==> src/rtl/sr_frame_rx.sv <==
// Serial frame receiver: start bit, DATA_W data bits MSB-first, one even-parity bit.
// Good words land in a one-entry valid/ready buffer; parity errors and overflows are flagged.
module sr_frame_rx #(
  parameter int DATA_W = 8,
  parameter int CNT_W  = 8
) (
  input  logic              clk,
  input  logic              rst_n,
  input  logic              si,
  output logic [DATA_W-1:0] out_data,
  output logic              out_valid,
  input  logic              out_ready,
  output logic              busy,
  output logic              par_err,
  output logic [CNT_W-1:0]  err_cnt,
  output logic              ovf,
  input  logic              ovf_clr
);

  localparam int CW = $clog2(DATA_W + 1);

  typedef enum logic [1:0] {
    IDLE   = 2'd0,
    DATA   = 2'd1,
    PARITY = 2'd2
  } state_t;

  state_t            state_q, state_d;
  logic [DATA_W-1:0] shreg_q, shreg_d;
  logic [CW-1:0]     bit_cnt_q, bit_cnt_d;
  logic [DATA_W-1:0] out_data_q, out_data_d;
  logic              out_valid_q, out_valid_d;
  logic              par_err_q, par_err_d;
  logic [CNT_W-1:0]  err_cnt_q, err_cnt_d;
  logic              ovf_q, ovf_d;
  logic              busy_q, busy_d;
  logic              par_ok;
  logic              buf_free;

  assign par_ok   = ~(^shreg_q ^ si);
  assign buf_free = ~out_valid_q | out_ready;

  always_comb begin
    state_d     = state_q;
    shreg_d     = shreg_q;
    bit_cnt_d   = bit_cnt_q;
    out_data_d  = out_data_q;
    out_valid_d = out_valid_q & ~out_ready;
    par_err_d   = 1'b0;
    err_cnt_d   = err_cnt_q;
    ovf_d       = ovf_q & ~ovf_clr;

    unique case (state_q)
      IDLE: begin
        if (si) begin
          state_d   = DATA;
          bit_cnt_d = '0;
        end
      end
      DATA: begin
        shreg_d   = {shreg_q[DATA_W-2:0], si};
        bit_cnt_d = bit_cnt_q + CW'(1);
        if (bit_cnt_q == CW'(DATA_W - 1)) state_d = PARITY;
      end
      PARITY: begin
        state_d = IDLE;
        if (par_ok) begin
          if (buf_free) begin
            out_data_d  = shreg_q;
            out_valid_d = 1'b1;
          end else begin
            // set wins over a simultaneous ovf_clr
            ovf_d = 1'b1;
          end
        end else begin
          par_err_d = 1'b1;
          if (err_cnt_q != '1) err_cnt_d = err_cnt_q + CNT_W'(1);
        end
      end
      default: state_d = IDLE;
    endcase

    busy_d = (state_d != IDLE);
  end

  always_ff @(posedge clk or negedge rst_n) begin
    if (!rst_n) begin
      state_q     <= IDLE;
      shreg_q     <= '0;
      bit_cnt_q   <= '0;
      out_data_q  <= '0;
      out_valid_q <= 1'b0;
      par_err_q   <= 1'b0;
      err_cnt_q   <= '0;
      ovf_q       <= 1'b0;
      busy_q      <= 1'b0;
    end else begin
      state_q     <= state_d;
      shreg_q     <= shreg_d;
      bit_cnt_q   <= bit_cnt_d;
      out_data_q  <= out_data_d;
      out_valid_q <= out_valid_d;
      par_err_q   <= par_err_d;
      err_cnt_q   <= err_cnt_d;
      ovf_q       <= ovf_d;
      busy_q      <= busy_d;
    end
  end

  assign out_data  = out_data_q;
  assign out_valid = out_valid_q;
  assign par_err   = par_err_q;
  assign err_cnt   = err_cnt_q;
  assign ovf       = ovf_q;
  assign busy      = busy_q;

endmodule

==> config.mk <==
export PLATFORM = sky130hd
export DESIGN_NAME = sr_frame_rx
export DESIGN_NICKNAME = d
export VERILOG_FILES = /design/src/rtl/sr_frame_rx.sv
export SDC_FILE = /design/constraint.sdc
export NUM_CORES = 1
export LEC_CHECK = 0
export ABC_AREA = 1
export CAP_MARGIN = 20
export CORE_ASPECT_RATIO = 0.75
export CORE_MARGIN = 3
export CORE_UTILIZATION = 25
export DETAILED_ROUTE_END_ITERATION = 6
export GPL_TIMING_DRIVEN = 0
export MAX_ROUTING_LAYER = met4
export RECOVER_POWER = 25
export SLEW_MARGIN = 30
export SYNTH_ARGS = -nofsm -noshare
export SYNTH_HDL_FRONTEND = slang
export SYNTH_SLANG_ARGS = --single-unit
==> constraint.sdc <==
create_clock -name clk -period 1.8 [get_ports clk]
set_input_delay 0.54 -clock clk [delete_from_list [all_inputs] [get_ports clk]]
set_output_delay 0.54 -clock clk [all_outputs]
set_load 0.03 [all_outputs]
# After elaboration in Yosys (flattened, before gate mapping)
# Cells that the tools add are included.
[totals]
ff_bits = 34
latchBits = 0
mem_bits_rw = 0
romBits = 0
in_bits = 5
out_inout_bits = 20
word_cells = 44
mem_count = 0
[op_classes]
add_sub_neg = 2
multipliers = 0
div_mod_pow = 0
order_cmp = 0
eq_ne = 5
shifts = 0
muxes = 13
n_bitwise = 8
n_reduce_logical = 7
[op_table]
columns = ["op", "n"]
rows = [
  ["$add 8x1->8 const B", 1],
  ["$mux 1", 8],
  ["$ne 8x8->1 const B", 1],
  ["$pmux 4 s2", 1],
  ["$reduce_xor 8->1", 1],
  ["$reduce_and 3->1", 2],
  ["$add 4x1->4 const B", 1],
  ["$eq 4x3->1 const B", 1],
  ["$mux 2", 2],
  ["$mux 4", 1],
  ["$not 1->1", 4],
  ["$pmux 2 s2", 1],
  ["$reduce_bool 2->1", 2],
  ["$and 1x1->1", 2],
  ["$eq 2x1->1 const B", 1],
  ["$eq 2x2->1 const B", 1],
  ["$logic_not 2->1", 1],
  ["$ne 2x2->1 const B", 1],
  ["$reduce_and 2->1", 1],
  ["$or 1x1->1", 1],
  ["$xor 1x1->1", 1],
]

# Depth between registers and ports, before layout
# Gate-level depths: netlist of run 1.
[logic_depth]
depth_word = 5
ltp_mapped = 12
ltp_nobuf = 11

# Worst setup path after synthesis of run 1
# No wires, ideal clock.
[synth_path]
path_type = "reg-to-reg"
start = "register err_cnt_q[0] (netlist: err_cnt[0])"
end = "register err_cnt_q[3] (netlist: err_cnt[3])"
setup_ns = 0.118
t_arrival_ns = 1.395
required_ns = 1.682
path_slack_ns = 0.286
path_stages_with_launch = 9
n_path_buf = 0
period_less_slack_ns = 1.514
path_cell_list = "dfrtp_1 > ha_1 > nand3_1 > nor2_1 > nand2_2 > nand2_1 > inv_1 > nand4_1 > nand2_1"
[synth_between]
elab_chain_len = 2
elab_cells_between_ends = 3
cone_classes = "add/sub: 1; eq/ne: 1; reduce/logical: 1"
[synth_lines]
columns = ["item", "line_no", "text"]
rows = [
  ["start, declared", "34", "logic [CNT_W-1:0] err_cnt_q, err_cnt_d;"],
  ["start signal, assigned", "104", "err_cnt_q <= err_cnt_d;"],
  ["parallel branches: the longest is 2 deep, another holds $add 8x1->8", "--", ""],
]
# Several ways; the timed one is not identified.
# A chain may end at the register's enable or synchronous reset.

# Worst setup path in the final report of run 1
[layout_path]
start = "register err_cnt_q[2] (netlist: err_cnt[2])"
end = "output err_cnt[2]"
[layout_lines]
columns = ["item", "line_no", "text"]
rows = [
  ["end, declared", "15", "output logic [CNT_W-1:0] err_cnt,"],
]
# No word-level cell between the ends.

==> results_dict.tcl, run 1 <==
set metrics [dict create \
    timing.final.crit_share_pct 94.0 \
    via_count 1457 \
    worstSetupStartpointType "register" \
    nFillCells 688 \
    p_leak_nw 1.18 \
    insertion_delay_ps 290 \
    grt_pass1_vias 1452 \
    fin_skew_ps 12.4 \
    r2r_setup_slack_ps 250 \
    fmax_mhz 591 \
    cts_setup_buffers 0 \
    final_common_cell "nand2_1" \
    clock-sinks 34 \
    rsz0062_at_grt "false" \
    pin_count 25 \
    status "completed" \
    final_layout_size_suffix_gt1_share_pct 12.0 \
    cp.required_ps 1260 \
    reg2reg_from "shreg_q[2]" \
    period_needed_ps 1690 \
    clkTransAtPathRegs_ps 70 \
    grt_overflow 0 \
    syn_to_final_growth_pct 25.0 \
    ys_seq_elements 34 \
    grt_max_degree 19 \
    critPathBufInv 1 \
    postCtsHoldBufs 0 \
    gp_congestion 0.722 \
    antenna_found_initial 0 \
    wl_mm 3.83 \
    end_kind "output port" \
    min_path_type "input port to asynchronous set/reset pin" \
    ys_types 24 \
    hold_violations 0 \
    htreeDepth 2 \
    first_pass_iters 5 \
    setup_tns_ps 0 \
    drc 0 \
    yosys-top-cells-area "dfrtp_1 (48%), nand2_1 (18%), nand4_1 (5.6%)" \
    avgSynthCellArea_um2 8.11 \
    tightest_slew_ps 911 \
    drt_iter0_markers 78 \
    final_antenna_net_count 0 \
    crit_fanout 6 \
    cts-root-buf "clkbuf_8" \
    rr_worst_depth 11 \
    yosysTopAreaCellShare_pct 47.9 \
    max-vdd-ir-drop_uv 504 \
    crit_type "register to output port" \
    cts_tree "yes" \
    worstPathCellList "dlygate4sd2_1" \
    cp_slowest_cell "dfrtp_1" \
    slowest_delay_ps 440 \
    syn_nets 226 \
    wire_per_inst_um 11.1 \
    portBuffers 24 \
    final_cell_mix "nand2_1 (84), dfrtp_1 (34), inv_1 (23)" \
    n_antenna_cell 0 \
    design_area_um2 2220 \
    placed_area_um2 2160 \
    vias_per_cell 4.22 \
    die-area_um2 8160 \
    finalSetupViolations 0 \
    die_w_um 103 \
    track_usage_pct 10.8 \
    drv_cap 0 \
    slew_viol_final 0 \
    cp_top_family "flip-flops" \
    numCtsBuffers 5 \
    clk_path_buf_depth 2 \
    syn_inst 219 \
    syn-cell-area_um2 1780 \
    core_region_area_um2 6600 \
    slew_headroom_pct 39.3 \
    hpwl_mm 2.90 \
    synth_warnings 0 \
    layout.nets 258 \
    postCtsResizedCells 20 \
    powerDensity_nw_per_um2 1690 \
    die_y_um 79.0 \
    yosysSeqAreaShare_pct 47.9 \
    grt_pass1_wl_mm 6.71 \
    num_rows 25 \
    holdWs_ps 358 \
    r2r-end "err_cnt[4]" \
    yosysTopAreaCell "dfrtp_1" \
    arrival_ps 1150 \
    initial_core_util_pct 26.9 \
]
-- where the power goes --
group	total, mW	switching (mW)	internal, mW
combinational	1.79	1.18	0.608
sequential	1.25	0.227	1.03
clock	0.710	0.268	0.443
-- cells by family (layout without fill, tap and decap cells) --
logic type               count (synthesis)  in the layout  synth area share, %
buffers and inverters                   29             61                 7.46
adder cells (fa/ha/maj)                  2              2                 1.41
AND/OR/NAND/NOR                        137            137                 37.1
AO/OA/AOI/OAI                           12             12                 3.59
flip-flops                              34             34                 47.9
multiplexers                             1              1                0.563
XOR/XNOR                                 4              4                 1.97
-- routing by layer --
| metal | global-route usage [%] | part of all wire, % |
|---|---|---|
| met5 | - | 0 |
| met2 | 15.0 | 43 |
| met1 | 15.0 | 52 |
| met3 | 3.42 | 4.3 |
| met4 | 3.36 | 0.86 |
-- how the worst max path moves through the flow --
stage	depth (start not counted)	slack (ps)	end	startpoint
floorplan	8	290	err_cnt[3]	err_cnt[0]
global placement	1	-600	par_err	rst_n
detailed placement	7	-60	err_cnt[0]	si
CTS	1	90	err_cnt[2]	err_cnt[2]
global route	1	30	err_cnt[2]	err_cnt[2]
finish	1	110	err_cnt[2]	err_cnt[2]
-- final cells by class --
cell class              instances  area [um^2]  share of cell area, %
well taps                      94          118                   5.30
clock inverters                 1         30.0                   1.35
plain buffers                   6         46.3                   2.08
flip-flops and latches         34          851                   38.3
clock buffers                   6         82.6                   3.72
repair buffers                 25          214                   9.63
multi-input cells             156          793                   35.7
inverters                      23         86.3                   3.89
-- Yosys cell counts --
library cell	instances
nand2_1	84
dfrtp_1	34
inv_1	23
nand4_1	16
nand3_1	11
o21ai_0	10
nor2_1	9
nand2_2	7
buf_2	3
nand2_4	3
ha_1	2
nand3_2	2
nand3_4	2
xnor2_1	2
xor2_1	2
a21oi_1	1
buf_12	1
buf_4	1
clkbuf_1	1
mux2i_1	1
nor2_2	1
nor2_4	1
nor3_1	1
o21ai_2	1
-- per-stage QoR --
step,util (%),power (mW),instances,setup slack (ps)
floorplan,-,2.60,219,286
global placement,32.3,3.10,337,-602
detailed placement,32.7,3.16,338,-56.4
CTS,34.0,3.80,345,91.7
global route,33.6,4.10,345,34.4
finish,33.6,3.75,345,109
-- state kept, by name (all words and copies together), names as in the netlist --
signal and flops:
bit_cnt_q 4, busy 1, err_cnt 8, out_data 8
out_valid 1, ovf 1, par_err 1, shreg_q 8
state_q 2
No activity file was read; power rests on OpenSTA's default activity.
==> inputs of run 2 (changes only) <==
--- a/config.mk
+++ b/config.mk
@@ -13,7 +13,6 @@
 export DETAILED_ROUTE_END_ITERATION = 6
 export GPL_TIMING_DRIVEN = 0
 export MAX_ROUTING_LAYER = met4
-export RECOVER_POWER = 25
 export SLEW_MARGIN = 30
 export SYNTH_ARGS = -nofsm -noshare
 export SYNTH_HDL_FRONTEND = slang
==> results_dict.tcl, run 2 (synthesis gave the netlist of run 1 again) <==
set metrics [dict create \
    gp_congestion 0.722 \
    grt_pass1_vias 1452 \
    fmax_mhz 592 \
    slew_viol_final 0 \
    end_kind "output port" \
    slew_headroom_pct 70.8 \
    insertion_delay_ps 290 \
    worstPathCellList "dlygate4sd2_1" \
    final_antenna_net_count 0 \
    die_y_um 79.0 \
    final_layout_size_suffix_gt1_share_pct 12.4 \
    powerDensity_nw_per_um2 1670 \
    layout.nets 258 \
    design_area_um2 2240 \
    final_util_pct 34.0 \
    initial_core_util_pct 26.9 \
    n_antenna_cell 0 \
    die-area_um2 8160 \
    cp.required_ps 1260 \
    track_usage_pct 10.8 \
    numCtsBuffers 5 \
    rsz0062_at_grt "false" \
    hpwl_mm 2.90 \
    core_region_area_um2 6600 \
    postCtsHoldBufs 0 \
    fin_skew_ps 12.4 \
    period_needed_ps 1690 \
    grt_max_degree 19 \
    htreeDepth 2 \
    pin_count 25 \
    max-vdd-ir-drop_uv 503 \
    via_count 1457 \
    cp-startpoint "err_cnt[2]" \
    crit_fanout 6 \
    min_path_type "input port to asynchronous set/reset pin" \
    wl_mm 3.82 \
    worstSetupStartpointType "register" \
    tightest_slew_ps 438 \
    timing.final.crit_share_pct 93.9 \
    cts_tree "yes" \
    grt_pass1_wl_mm 6.71 \
    portBuffers 24 \
    p_leak_nw 1.20 \
    crit_type "register to output port" \
    antenna_found_initial 0 \
    drt_iter0_markers 78 \
    cp_slowest_cell "dfrtp_1" \
    status "completed" \
    first_pass_iters 4 \
    clkTransAtPathRegs_ps 70 \
    cts-root-buf "clkbuf_8" \
    clock-sinks 34 \
    setup_slack_ps 110 \
    num_rows 25 \
    hold_violations 0 \
    clk_path_buf_depth 2 \
    setup_tns_ps 0 \
    final_common_cell "nand2_1" \
    grt_overflow 0 \
    dpl_worst_slack_ps -56.4 \
    reg2reg_from "shreg_q[2]" \
    drv_cap 0 \
    syn_to_final_growth_pct 26.3 \
    slowest_delay_ps 440 \
    drc 0 \
    arrival_ps 1150 \
    nFillCells 684 \
    placed_area_um2 2160 \
    finalSetupViolations 0 \
    vias_per_cell 4.22 \
    critPathBufInv 1 \
    final_cell_mix "nand2_1 (84), dfrtp_1 (34), inv_1 (23)" \
    die_w_um 103 \
    wire_per_inst_um 11.1 \
    cp_top_family "flip-flops" \
]
## run 2: cell types whose count changed in the layout (fill, tap and decap cells not counted), sizes merged
| cell | delta |
|---|---|
| clkbuf | -2 |
| buf | +2 |
## run 2: layout make-up
type	instances	area (um^2)	area share, %
sequential	34	851	37.9
multi-input combinational	156	793	35.3
timing repair buffer	25	238	10.6
tap	94	118	5.24
inverter	23	86.3	3.85
clock buffer	6	82.6	3.68
buffer	6	46.3	2.06
clock inverter	1	30.0	1.34
## run 2: through the flow
stage	hold slack (ps)	power [mW]	instances
after floorplan	244	2.60	219
after CTS	203	3.80	345
after global placement	454	3.10	337
after global routing	215	4.11	345
after detailed placement	460	3.16	338
final	187	3.76	345
## run 2: repair_timing
action,4_1_cts,5_1_grt
resized for setup,20,0
hold endpoints to repair,0,0
endpoints found under the setup margin,20,0
setup buffers,0,0
## run 2: path summary, 6_finish.rpt
| kind | to | slack (ps) | cells after the start |
|---|---|---|---|
| setup / recovery | err_cnt[2] | 110 | 1 |
| hold / removal | shreg_q[4] | 190 | 1 |
| setup reg to reg | err_cnt[4] | 250 | 11 |
| hold reg to reg | out_data[2] | 460 | 2 |
| max in group asynchronous | err_cnt[6] | 1170 | 2 |
| min in group clk | out_data[2] | 460 | 2 |
## run 2: report_power, final
group | switching, mW | internal [mW]
combinational | 1.18 | 0.613
sequential | 0.227 | 1.03
clock | 0.267 | 0.443
## run 2: metal layers
layer	vias up	global-route usage, %	wire [um]
li1	760	-	-
met1	669	15.0	1970
met2	24	15.0	1640
met3	4	3.42	174
met4	0	3.36	33
met5	-	-	0
